### config.mk
export PLATFORM = sky130hd
export DESIGN_NAME = logic_op_pipe
export DESIGN_NICKNAME = d
export VERILOG_FILES = /design/src/rtl/logic_op_pipe.sv
export SDC_FILE = /design/constraint.sdc
export NUM_CORES = 1
export LEC_CHECK = 0
export CORE_ASPECT_RATIO = 1.25
export CORE_MARGIN = 5
export CORE_UTILIZATION = 53
export CTS_CLUSTER_SIZE = 25
export DETAILED_ROUTE_END_ITERATION = 10
export GPL_TIMING_DRIVEN = 0
export PLACE_DENSITY = 0.81
export SYNTH_ARGS = -nofsm -noshare
export SYNTH_HDL_FRONTEND = slang
export SYNTH_SLANG_ARGS = --single-unit
### constraint.sdc
create_clock -name clk -period 2.55 [get_ports clk]
set_clock_uncertainty 0.1 [all_clocks]
set_input_delay 0.51 -clock clk [delete_from_list [all_inputs] [get_ports clk]]
set_output_delay 0.51 -clock clk [all_outputs]
set_load 0.02 [all_outputs]
### src/rtl/logic_op_pipe.sv
// Registered bitwise operator with valid/ready handshake and an XOR-fold
// packet accumulate mode producing one checksum word per packet.
module logic_op_pipe #(
  parameter int WIDTH = 8,
  parameter int CNT_W = 8
) (
  input  logic             clk,
  input  logic             rst_n,
  input  logic             in_valid,
  output logic             in_ready,
  input  logic [2:0]       op,
  input  logic [WIDTH-1:0] data1,
  input  logic [WIDTH-1:0] data2,
  input  logic             in_last,
  output logic             out_valid,
  input  logic             out_ready,
  output logic [WIDTH-1:0] dataOut,
  output logic             out_zero,
  output logic [CNT_W-1:0] out_count,
  output logic             acc_busy
);

  typedef enum logic [2:0] {
    OP_AND  = 3'b000,
    OP_OR   = 3'b001,
    OP_XOR  = 3'b010,
    OP_XNOR = 3'b011,
    OP_NAND = 3'b100,
    OP_NOR  = 3'b101,
    OP_ACC  = 3'b110,
    OP_PASS = 3'b111
  } op_e;

  typedef enum logic {
    IDLE = 1'b0,
    ACC  = 1'b1
  } state_e;

  state_e             state_q, state_d;
  logic [WIDTH-1:0]   acc_q, acc_d;
  logic [CNT_W-1:0]   cnt_q, cnt_d;
  logic               outValid_q, outValid_d;
  logic [WIDTH-1:0]   outData_q, outData_d;
  logic               outZero_q, outZero_d;
  logic [CNT_W-1:0]   outCount_q, outCount_d;

  logic               accept;
  logic               consume;
  logic [WIDTH-1:0]   opResult;
  logic [WIDTH-1:0]   foldResult;
  logic [CNT_W-1:0]   cntInc;
  logic               load;
  logic [WIDTH-1:0]   loadData;
  logic [CNT_W-1:0]   loadCount;

  assign in_ready = rst_n & (~outValid_q | out_ready);
  assign accept   = in_valid & in_ready;
  assign consume  = outValid_q & out_ready;

  always_comb begin
    opResult = data1;
    case (op)
      OP_AND:  opResult = data1 & data2;
      OP_OR:   opResult = data1 | data2;
      OP_XOR:  opResult = data1 ^ data2;
      OP_XNOR: opResult = ~(data1 ^ data2);
      OP_NAND: opResult = ~(data1 & data2);
      OP_NOR:  opResult = ~(data1 | data2);
      default: opResult = data1;
    endcase
  end

  // An IDLE packet starts from an empty fold and a count of one; the counter
  // sticks at all-ones while the fold keeps absorbing words.
  always_comb begin
    foldResult = ((state_q == ACC) ? acc_q : '0) ^ data1 ^ data2;
    cntInc     = CNT_W'(1);
    if (state_q == ACC) begin
      cntInc = (cnt_q == '1) ? cnt_q : cnt_q + CNT_W'(1);
    end
  end

  always_comb begin
    state_d    = state_q;
    acc_d      = acc_q;
    cnt_d      = cnt_q;
    load       = 1'b0;
    loadData   = opResult;
    loadCount  = CNT_W'(1);
    if (accept) begin
      if (op == OP_ACC) begin
        if (in_last) begin
          load      = 1'b1;
          loadData  = foldResult;
          loadCount = cntInc;
          state_d   = IDLE;
          acc_d     = '0;
          cnt_d     = '0;
        end else begin
          acc_d   = foldResult;
          cnt_d   = cntInc;
          state_d = ACC;
        end
      end else begin
        load = 1'b1;
      end
    end
  end

  always_comb begin
    outValid_d = outValid_q & ~consume;
    outData_d  = outData_q;
    outZero_d  = outZero_q;
    outCount_d = outCount_q;
    if (load) begin
      outValid_d = 1'b1;
      outData_d  = loadData;
      outZero_d  = (loadData == '0);
      outCount_d = loadCount;
    end
  end

  always_ff @(posedge clk) begin
    if (!rst_n) begin
      state_q    <= IDLE;
      acc_q      <= '0;
      cnt_q      <= '0;
      outValid_q <= 1'b0;
      outData_q  <= '0;
      outZero_q  <= 1'b0;
      outCount_q <= '0;
    end else begin
      state_q    <= state_d;
      acc_q      <= acc_d;
      cnt_q      <= cnt_d;
      outValid_q <= outValid_d;
      outData_q  <= outData_d;
      outZero_q  <= outZero_d;
      outCount_q <= outCount_d;
    end
  end

  assign out_valid = outValid_q;
  assign dataOut   = outData_q;
  assign out_zero  = outZero_q;
  assign out_count = outCount_q;
  assign acc_busy  = (state_q == ACC);

endmodule

==> results of run 1 <==
[power breakdown]
part,switching [mW],total (mW),internal (mW)
clock,0.202,0.518,0.316
combinational,0.164,0.302,0.138
sequential,0.00572,0.564,0.558
[layout by cell type (no fill, tap or decap), drive strengths merged, types with 3 or more instances in the layout]
master / Yosys / final
nand2: 32 / 32
a21oi: 29 / 29
nand4: 3 / 3
dlymetal6s2s: 0 / 4
nand2b: 3 / 3
o21ai: 14 / 14
clkdlybuf4s50: 0 / 37
dfxtp: 35 / 35
ha: 17 / 17
nor2: 38 / 38
nand3: 12 / 12
clkbuf: 10 / 16
a31oi: 5 / 5
xor2: 9 / 9
xnor2: 24 / 24
and2: 4 / 4
nor3: 9 / 9
a22oi: 10 / 10
buf: 8 / 8
o211ai: 9 / 9
inv: 20 / 20
[flip-flops by register name, indices dropped and copies added (netlist names)]
register / flops
cnt_q: 8
acc_busy: 1
out_count: 8
dataOut: 8
out_zero: 1
acc_q: 8
out_valid: 1
[per-stage QoR]
| step | utilization, % | setup slack (ps) | hold WS [ps] |
|---|---|---|---|
| after global routing | 69.3 | 10.5 | 383 |
| after global placement | 66.2 | -319 | 339 |
| final | 69.3 | 67.7 | 349 |
| after floorplan | - | 366 | 357 |
| after CTS | 68.9 | 10.3 | 354 |
| after detailed placement | 66.2 | -365 | 344 |
[worst reg2reg max path, cell delays in order (launching register included)]
cell,delay (ps)
sky130_fd_sc_hd__dfxtp_1,320
sky130_fd_sc_hd__clkbuf_1,380
sky130_fd_sc_hd__clkbuf_1,440
sky130_fd_sc_hd__inv_1,210
sky130_fd_sc_hd__a21oi_1,300
sky130_fd_sc_hd__a22oi_1,110
sky130_fd_sc_hd__nor2_1,100
[repair_timing]
action	CTS	global route
setup endpoints to repair	2	9
gates resized for setup	4	10
pin swaps	1	1
[per-layer routing]
metal  global-route usage, %  vias up  share of wire, %  wire [um]
li1                        -     1211                 -          -
met1                    24.8     1133                43       2610
met2                    36.4      110                50       3040
met3                    3.63       16               5.4        329
met4                    8.38        0               2.2        136
met5                       0        -                 0          0
[cells by family (layout without fill, tap and decap cells)]
logic type	Yosys count	after routing
multiplexers	2	2
flip-flops	35	35
XOR/XNOR	33	33
AND/OR/NAND/NOR	112	112
buffers and inverters	38	89
adder cells (fa/ha/maj)	17	17
AO/OA/AOI/OAI	83	83
[worst paths after layout]
path,to,cells after the start
worst min register to register,dataOut[7],2
worst max-delay path,out_zero,9
worst max register to register,cnt_q[4],6
worst min-delay path,dataOut[7],2
[cell type report]
type,count,area share (%)
multi-input combinational,247,51.6
sequential,35,22.7
timing repair buffer,43,14.2
buffer,18,3.04
clock buffer,6,2.67
inverter,20,2.43
tap,58,2.35
clock inverter,2,1.13
==> results.txt, run 1 <==
----------------------------------------------------
[Outcome]
  Run status ... finished, final reports clean

[Drt]
  Iter 0 DRT Violations ... ~180
  Antenna Violating Nets Remaining ... 0
  Count of TritonRoute iterations in the first routing pass ... 8
  Count of vias placed by the detailed router ... between 2k and 2.5k
  Total detailed-routing wirelength ... 6110 um
  Number of vias per cell ... between 5 and 6
  Drt wl/cell ... 14.2 um
  Number of remaining DRC errors ... 0

[Synthesis]
  EDFF count, synth ... 0
  Fraction of registers with async set or reset after synthesis ... 0%
  Most area-hungry cell type in the Yosys netlist ... sky130_fd_sc_hd__dfxtp_1
  Combinational family with the most area after synthesis ... compound AO/OA/AOI/OAI gates
  Post-synthesis compound-gate area fraction ... between 20 and 25%
  Synthesized-area fraction occupied by adder cells ... about 8.7%
  Fraction of the mapped netlist area in simple logic gates ... between 20% and 30%
  Most repeated cell in the gate-level netlist after synthesis ... sky130_fd_sc_hd__nor2_1
  Number of register bits inferred by synthesis ... 35
  Summed instance area of the synthesized netlist ... about 0.0024 mm^2
  Warnings, synthesis ... 0
  Post-Synth XOR/XNOR Area ... between 10% and 20%
  Cell types occupying the most area after synthesis ... sky130_fd_sc_hd__dfxtp_1 (29%), sky130_fd_sc_hd__ha_1 (8.7%), sky130_fd_sc_hd__xnor2_1 (8.6%), sky130_fd_sc_hd__nor2_1 (5.8%), sky130_fd_sc_hd__a21oi_1 (5.7%)
  Net count of the mapped netlist ... about 360
  Fraction of the yosys area taken by sequential cells ... ~29%
  Most used flip-flop cell after synthesis ... sky130_fd_sc_hd__dfxtp_1
  Multiplexer fraction of the synthesized cell area ... less than 1%
  Gate count after technology mapping ... 320
  Synth cell types ... 46
  Synth top area share ... between 20% and 30%
  Commonest cells in the synthesized netlist ... sky130_fd_sc_hd__nor2_1 (38), sky130_fd_sc_hd__dfxtp_1 (35), sky130_fd_sc_hd__nand2_1 (32), sky130_fd_sc_hd__a21oi_1 (28), sky130_fd_sc_hd__xnor2_1 (24)
  Mean instance size in the synthesized netlist ... 7.66 um^2

[Power and ir drop]
  Power consumption ... 1.38 mW
  Maximum vdd drop ... between 0.2 and 0.25 mV
  Leakage power total ... 1.22 nW
  Power per unit of standard cell area ... between 400 and 500 mW/mm^2

[CTS]
  Post-CTS clock slew at the launch and capture registers of the worst setup and hold paths ... approximately 70 ps
  Clk Tree Root Cell ... sky130_fd_sc_hd__clkbuf_8
  Number of clock sinks ... 35
  Hold-fix buffers at CTS ... 0
  Htree depth ... 2
  Skew-Pair Late Insertion Delay ... between 200 and 300 ps
  Clock tree from TritonCTS ... built
  Number of post-CTS setup repair buffers ... 0
  Total clock buffers created by CTS ... 5
  Maximum count of clock buffers along a single path ... 2

[Floorplan]
  Die footprint ... about 0.0061 mm^2
  Starting Density ... between 50% and 60%
  Number of placement rows ... 27
  Width of the chip ... ~71 um
  Core ar. ... roughly 0.0045 mm^2
  Top-level I/O count ... 44
  Die Y ... roughly 86 um

[Critical path]
  Peak fanout along the critical path ... 3
  Slowest stage cell on the critical path ... sky130_fd_sc_hd__or4_4
  CP startpoint kind ... primary input
  Required time at the endpoint of the critical path ... ~2700 ps
  Launch point of the critical path ... data2[2]
  Critical-path cell list ... clkdlybuf4s50_1 > inv_1 > ha_1 > xor2_1 > nor2_1 > a211o_1 > o21ai_1 > or4_4 > a221oi_2
  Max incr delay on CP ... around 530 ps
  Critical path capture point type ... register
  Worst flop-to-flop path startpoint ... acc_busy
  Reg-to-reg setup timing slack ... 530 ps
  Data arrival time of the critical path ... around 2600 ps
  Critical setup path kind ... in -> reg
  Combined buffer and inverter count along the critical path ... 2
  Top delay family on crit path ... simple AND/OR/NAND/NOR gates

[Timing]
  Slew margin rel. ... 65.0%
  Post-Route Setup TNS ... 0 ps
  Finish-stage setup viols ... 0
  Final cycle utilization of the critical path ... 97.3%
  Maximum clock frequency ... ~0.40 GHz
  Number of failing hold endpoints at the final stage ... 0
  Number of pins exceeding their max-slew limit in the final report ... 0
  Slew @ Worst Pin ... ~530 ps
  Minimum period implied by the final worst setup slack ... between 2000 and 2500 ps
  Setup repair after global routing missed its margin ... false

[Placed design]
  Cell area after placement ... 0.00295 mm^2
  Dpl hpwl ... 4730 um
  Port bufs ... 43
  Instance count after placement with tap cells included ... around 420
  Final estimated routing congestion in global placement ... roughly 0.92

[Cells and area]
  Final non-filler cell total ... roughly 430
  Multi-input gate area ... ~0.0016 mm^2
  Net count reported at finish ... around 410
  Finished layout cell area ... ~0.0031 mm^2
  Sequential Area ... between 700 and 800 um^2
  Layout cell share with drive strength beyond 1 ... 7.01%
  Total of fill cells in the finished design ... just under 400
  Area growth syn-to-layout ... 26.2%
  Antenna diode instance count ... 0

[GRT]
  Maximum number of pins on one net before global-route repair ... 12
  Overall fraction of global-route tracks in use ... slightly above 20%
  Remaining Overflow, GRT ... 0
  First-pass GRT wire length ... approximately 10000 um
  Vias in the first global route ... approximately 2.3k
  Initial antenna violation count ... 0

[Hold path]
  Hold crit path type ... reg -> reg
  Worst Min Path Start ... dataOut[7]

[Run]
  Max-capacitance violation count ... 0

----------------------------------------------------
(Power assumes the default switching activity.)
==> inputs of run 2 (changes only) <==
--- a/config.mk
+++ b/config.mk
@@ -6,9 +6,9 @@
 export NUM_CORES = 1
 export LEC_CHECK = 0
 export CORE_ASPECT_RATIO = 1.25
-export CORE_MARGIN = 5
+export CORE_MARGIN = 1.5
 export CORE_UTILIZATION = 53
-export CTS_CLUSTER_SIZE = 25
+export CTS_CLUSTER_SIZE = 40
 export DETAILED_ROUTE_END_ITERATION = 10
 export GPL_TIMING_DRIVEN = 0
 export PLACE_DENSITY = 0.81
==> results.txt, run 2 (synthesis gave the netlist of run 1 again) <==
----------------------------------------------------
[CTS]
  Maximum count of clock buffers along a single path ... 2 (unchanged)
  Total clock buffers created by CTS ... 5 (unchanged)
  Skew-Pair Late Insertion Delay ... 290 ps (about the same)
  Post-CTS clock slew at the launch and capture registers of the worst setup and hold paths ... 80 ps (was 70 ps)
  Clock tree from TritonCTS ... built (unchanged)
  Clk Tree Root Cell ... sky130_fd_sc_hd__clkbuf_8 (unchanged)
  Hold-fix buffers at CTS ... 0 (unchanged)
  Htree depth ... 2 (unchanged)
  Number of post-CTS setup repair buffers ... 0 (unchanged)
  Number of clock sinks ... 35 (unchanged)

[GRT]
  Overall fraction of global-route tracks in use ... 24.4% (was 20.7%)
  Maximum number of pins on one net before global-route repair ... 12 (unchanged)
  Vias in the first global route ... 2214 (was 2281)
  Remaining Overflow, GRT ... 0 (unchanged)
  First-pass GRT wire length ... 9940 um (was 10400 um)
  Initial antenna violation count ... 0 (unchanged)

[Power and ir drop]
  Maximum vdd drop ... 0.212 mV (was 0.246 mV)
  Leakage power total ... 1.20 nW (was 1.22 nW)
  Power per unit of standard cell area ... 450 mW/mm^2 (was 448 mW/mm^2)

[Critical path]
  Critical setup path kind ... in -> reg (unchanged)
  Critical path capture point type ... register (unchanged)
  Peak fanout along the critical path ... 4 (was 3)
  Slowest stage cell on the critical path ... sky130_fd_sc_hd__clkdlybuf4s50_1 (was sky130_fd_sc_hd__or4_4)
  Reg-to-reg setup timing slack ... 600 ps (was 530 ps)
  CP startpoint kind ... primary input (unchanged)
  Critical-path cell list ... clkdlybuf4s50_1 > inv_1 > ha_1 > xor2_1 > a21oi_1 > o21ai_1 > or4_4 > a221oi_2 (was clkdlybuf4s50_1 > inv_1 > ha_1 > xor2_1 > nor2_1 > a211o_1 > o21ai_1 > or4_4 > a221oi_2)
  Data arrival time of the critical path ... 2560 ps (was 2590 ps)
  Max incr delay on CP ... 530 ps (about the same)
  Required time at the endpoint of the critical path ... 2670 ps (was 2660 ps)

[Floorplan]
  Top-level I/O count ... 44 (unchanged)
  Die Y ... 79.0 um (was 86.0 um)
  Number of placement rows ... 27 (unchanged)
  Width of the chip ... 63.8 um (was 70.8 um)
  Core ar. ... 0.00443 mm^2 (was 0.00446 mm^2)
  Die footprint ... 0.00504 mm^2 (was 0.00609 mm^2)
  Starting Density ... 55.4% (was 54.9%)

[Cells and area]
  Total of fill cells in the finished design ... 398 (unchanged)
  Most common cell after layout, fill and taps aside ... sky130_fd_sc_hd__clkdlybuf4s50_1
  Net count reported at finish ... 411 (unchanged)
  Commonest cells after routing, fill and taps aside ... sky130_fd_sc_hd__clkdlybuf4s50_1 (38), sky130_fd_sc_hd__nor2_1 (37), sky130_fd_sc_hd__dfxtp_1 (35) (was sky130_fd_sc_hd__nor2_1 (37), sky130_fd_sc_hd__clkdlybuf4s50_1 (37), sky130_fd_sc_hd__dfxtp_1 (35))
  Core Util, Final ... 69.7% (was 69.3%)
  Multi-input gate area ... 0.00159 mm^2 (unchanged)
  Area growth syn-to-layout ... 25.9% (was 26.2%)
  Antenna diode instance count ... 0 (unchanged)
  Sequential Area ... 701 um^2 (unchanged)
  Layout cell share with drive strength beyond 1 ... 7.01% (unchanged)

[Placed design]
  Port bufs ... 43 (unchanged)
  Dpl hpwl ... 4540 um (was 4730 um)
  Final estimated routing congestion in global placement ... 0.949 (was 0.920)
  Setup Slack @ Placement ... -347 ps (was -365 ps)

[Timing]
  Finish-stage setup viols ... 0 (unchanged)
  Number of failing hold endpoints at the final stage ... 0 (unchanged)
  Number of pins exceeding their max-slew limit in the final report ... 0 (unchanged)
  Slew @ Worst Pin ... 525 ps (was 526 ps)
  Worst Setup Slack, final ... 106 ps (was 67.7 ps)
  Slew margin rel. ... 65.0% (about the same)
  Minimum period implied by the final worst setup slack ... 2440 ps (was 2480 ps)
  Maximum clock frequency ... 0.409 GHz (was 0.403 GHz)
  Setup repair after global routing missed its margin ... false (unchanged)
  Final cycle utilization of the critical path ... 95.9% (was 97.3%)

[Drt]
  Antenna Violating Nets Remaining ... 0 (unchanged)
  Number of remaining DRC errors ... 0 (unchanged)
  Iter 0 DRT Violations ... 207 (was 178)
  Total detailed-routing wirelength ... 5990 um (was 6110 um)
  Count of TritonRoute iterations in the first routing pass ... 4 (was 8)
  Count of vias placed by the detailed router ... 2412 (was 2470)
  Number of vias per cell ... 5.62 (was 5.76)
  Drt wl/cell ... 14.0 um (was 14.2 um)

[Outcome]
  Run status ... finished, final reports clean (unchanged)

[Run]
  Max-capacitance violation count ... 0 (unchanged)

[Hold path]
  Hold crit path type ... reg -> reg (unchanged)

----------------------------------------------------
## run 2: changes by cell type in the layout (fill, tap and decap cells not counted), sizes merged
cell and change:
dlygate4sd2 +1, clkdlybuf4s50 +1, dlymetal6s2s -2
## run 2: worst paths after layout
kind	cells after the start	start	end
max	8	data1[1]	out_zero
min	2	dataOut[7]	dataOut[7]
max reg2reg	6	acc_busy	out_count[4]
min reg2reg	2	dataOut[7]	dataOut[7]
## run 2: what timing repair did
action / CTS / global route
gates cloned: 0 / 0
endpoints found under the setup margin: 2 / 12
resized for setup: 3 / 8
pin swaps: 1 / 0
## run 2: final cells by class
class,instances,area share [%]
Buffer,18,3.04
Clock buffer,6,2.68
Clock inverter,2,1.14
Inverter,20,2.43
Multi-Input combinational cell,247,51.7
Sequential cell,35,22.7
Tap cell,58,2.35
Timing Repair Buffer,43,14.0
## run 2: per-stage QoR
stage / setup TNS [ps] / power (mW) / cells / hold WS [ps] / area, um^2
2_1_floorplan: 0 / 0.761 / 320 / 357 / 2450
3_3_place_gp: -1930 / 0.867 / 421 / 339 / 2950
3_5_place_dp: -2350 / 0.872 / 421 / 343 / 2950
4_1_cts: 0 / 1.39 / 429 / 353 / 3070
5_1_grt: 0 / 1.44 / 429 / 369 / 3090
6_report: 0 / 1.39 / 429 / 349 / 3090
## run 2: critical path, delay by kind of cell
| kind | cells | cell delay, ps |
|---|---|---|
| AO/OA/AOI/OAI | 3 | 510 |
| adder cells (fa/ha/maj) | 1 | 300 |
| XOR/XNOR | 1 | 150 |
| buffers and inverters | 2 | 590 |
| AND/OR/NAND/NOR | 1 | 500 |
## run 2: layer usage
layer	vias up	share of wire, %	global-route usage [%]
met4	0	1.4	8.48
met5	-	0	0
met1	1112	42	28.9
met3	8	4.9	3.12
met2	80	52	44.6
li1	1212	-	-
## run 2: where the power goes
group / switching (mW) / internal [mW] / total (mW)
Combinational: 0.162 / 0.137 / 0.299
Sequential: 0.00562 / 0.558 / 0.564
Clock: 0.210 / 0.316 / 0.527
Total: 0.378 / 1.01 / 1.39
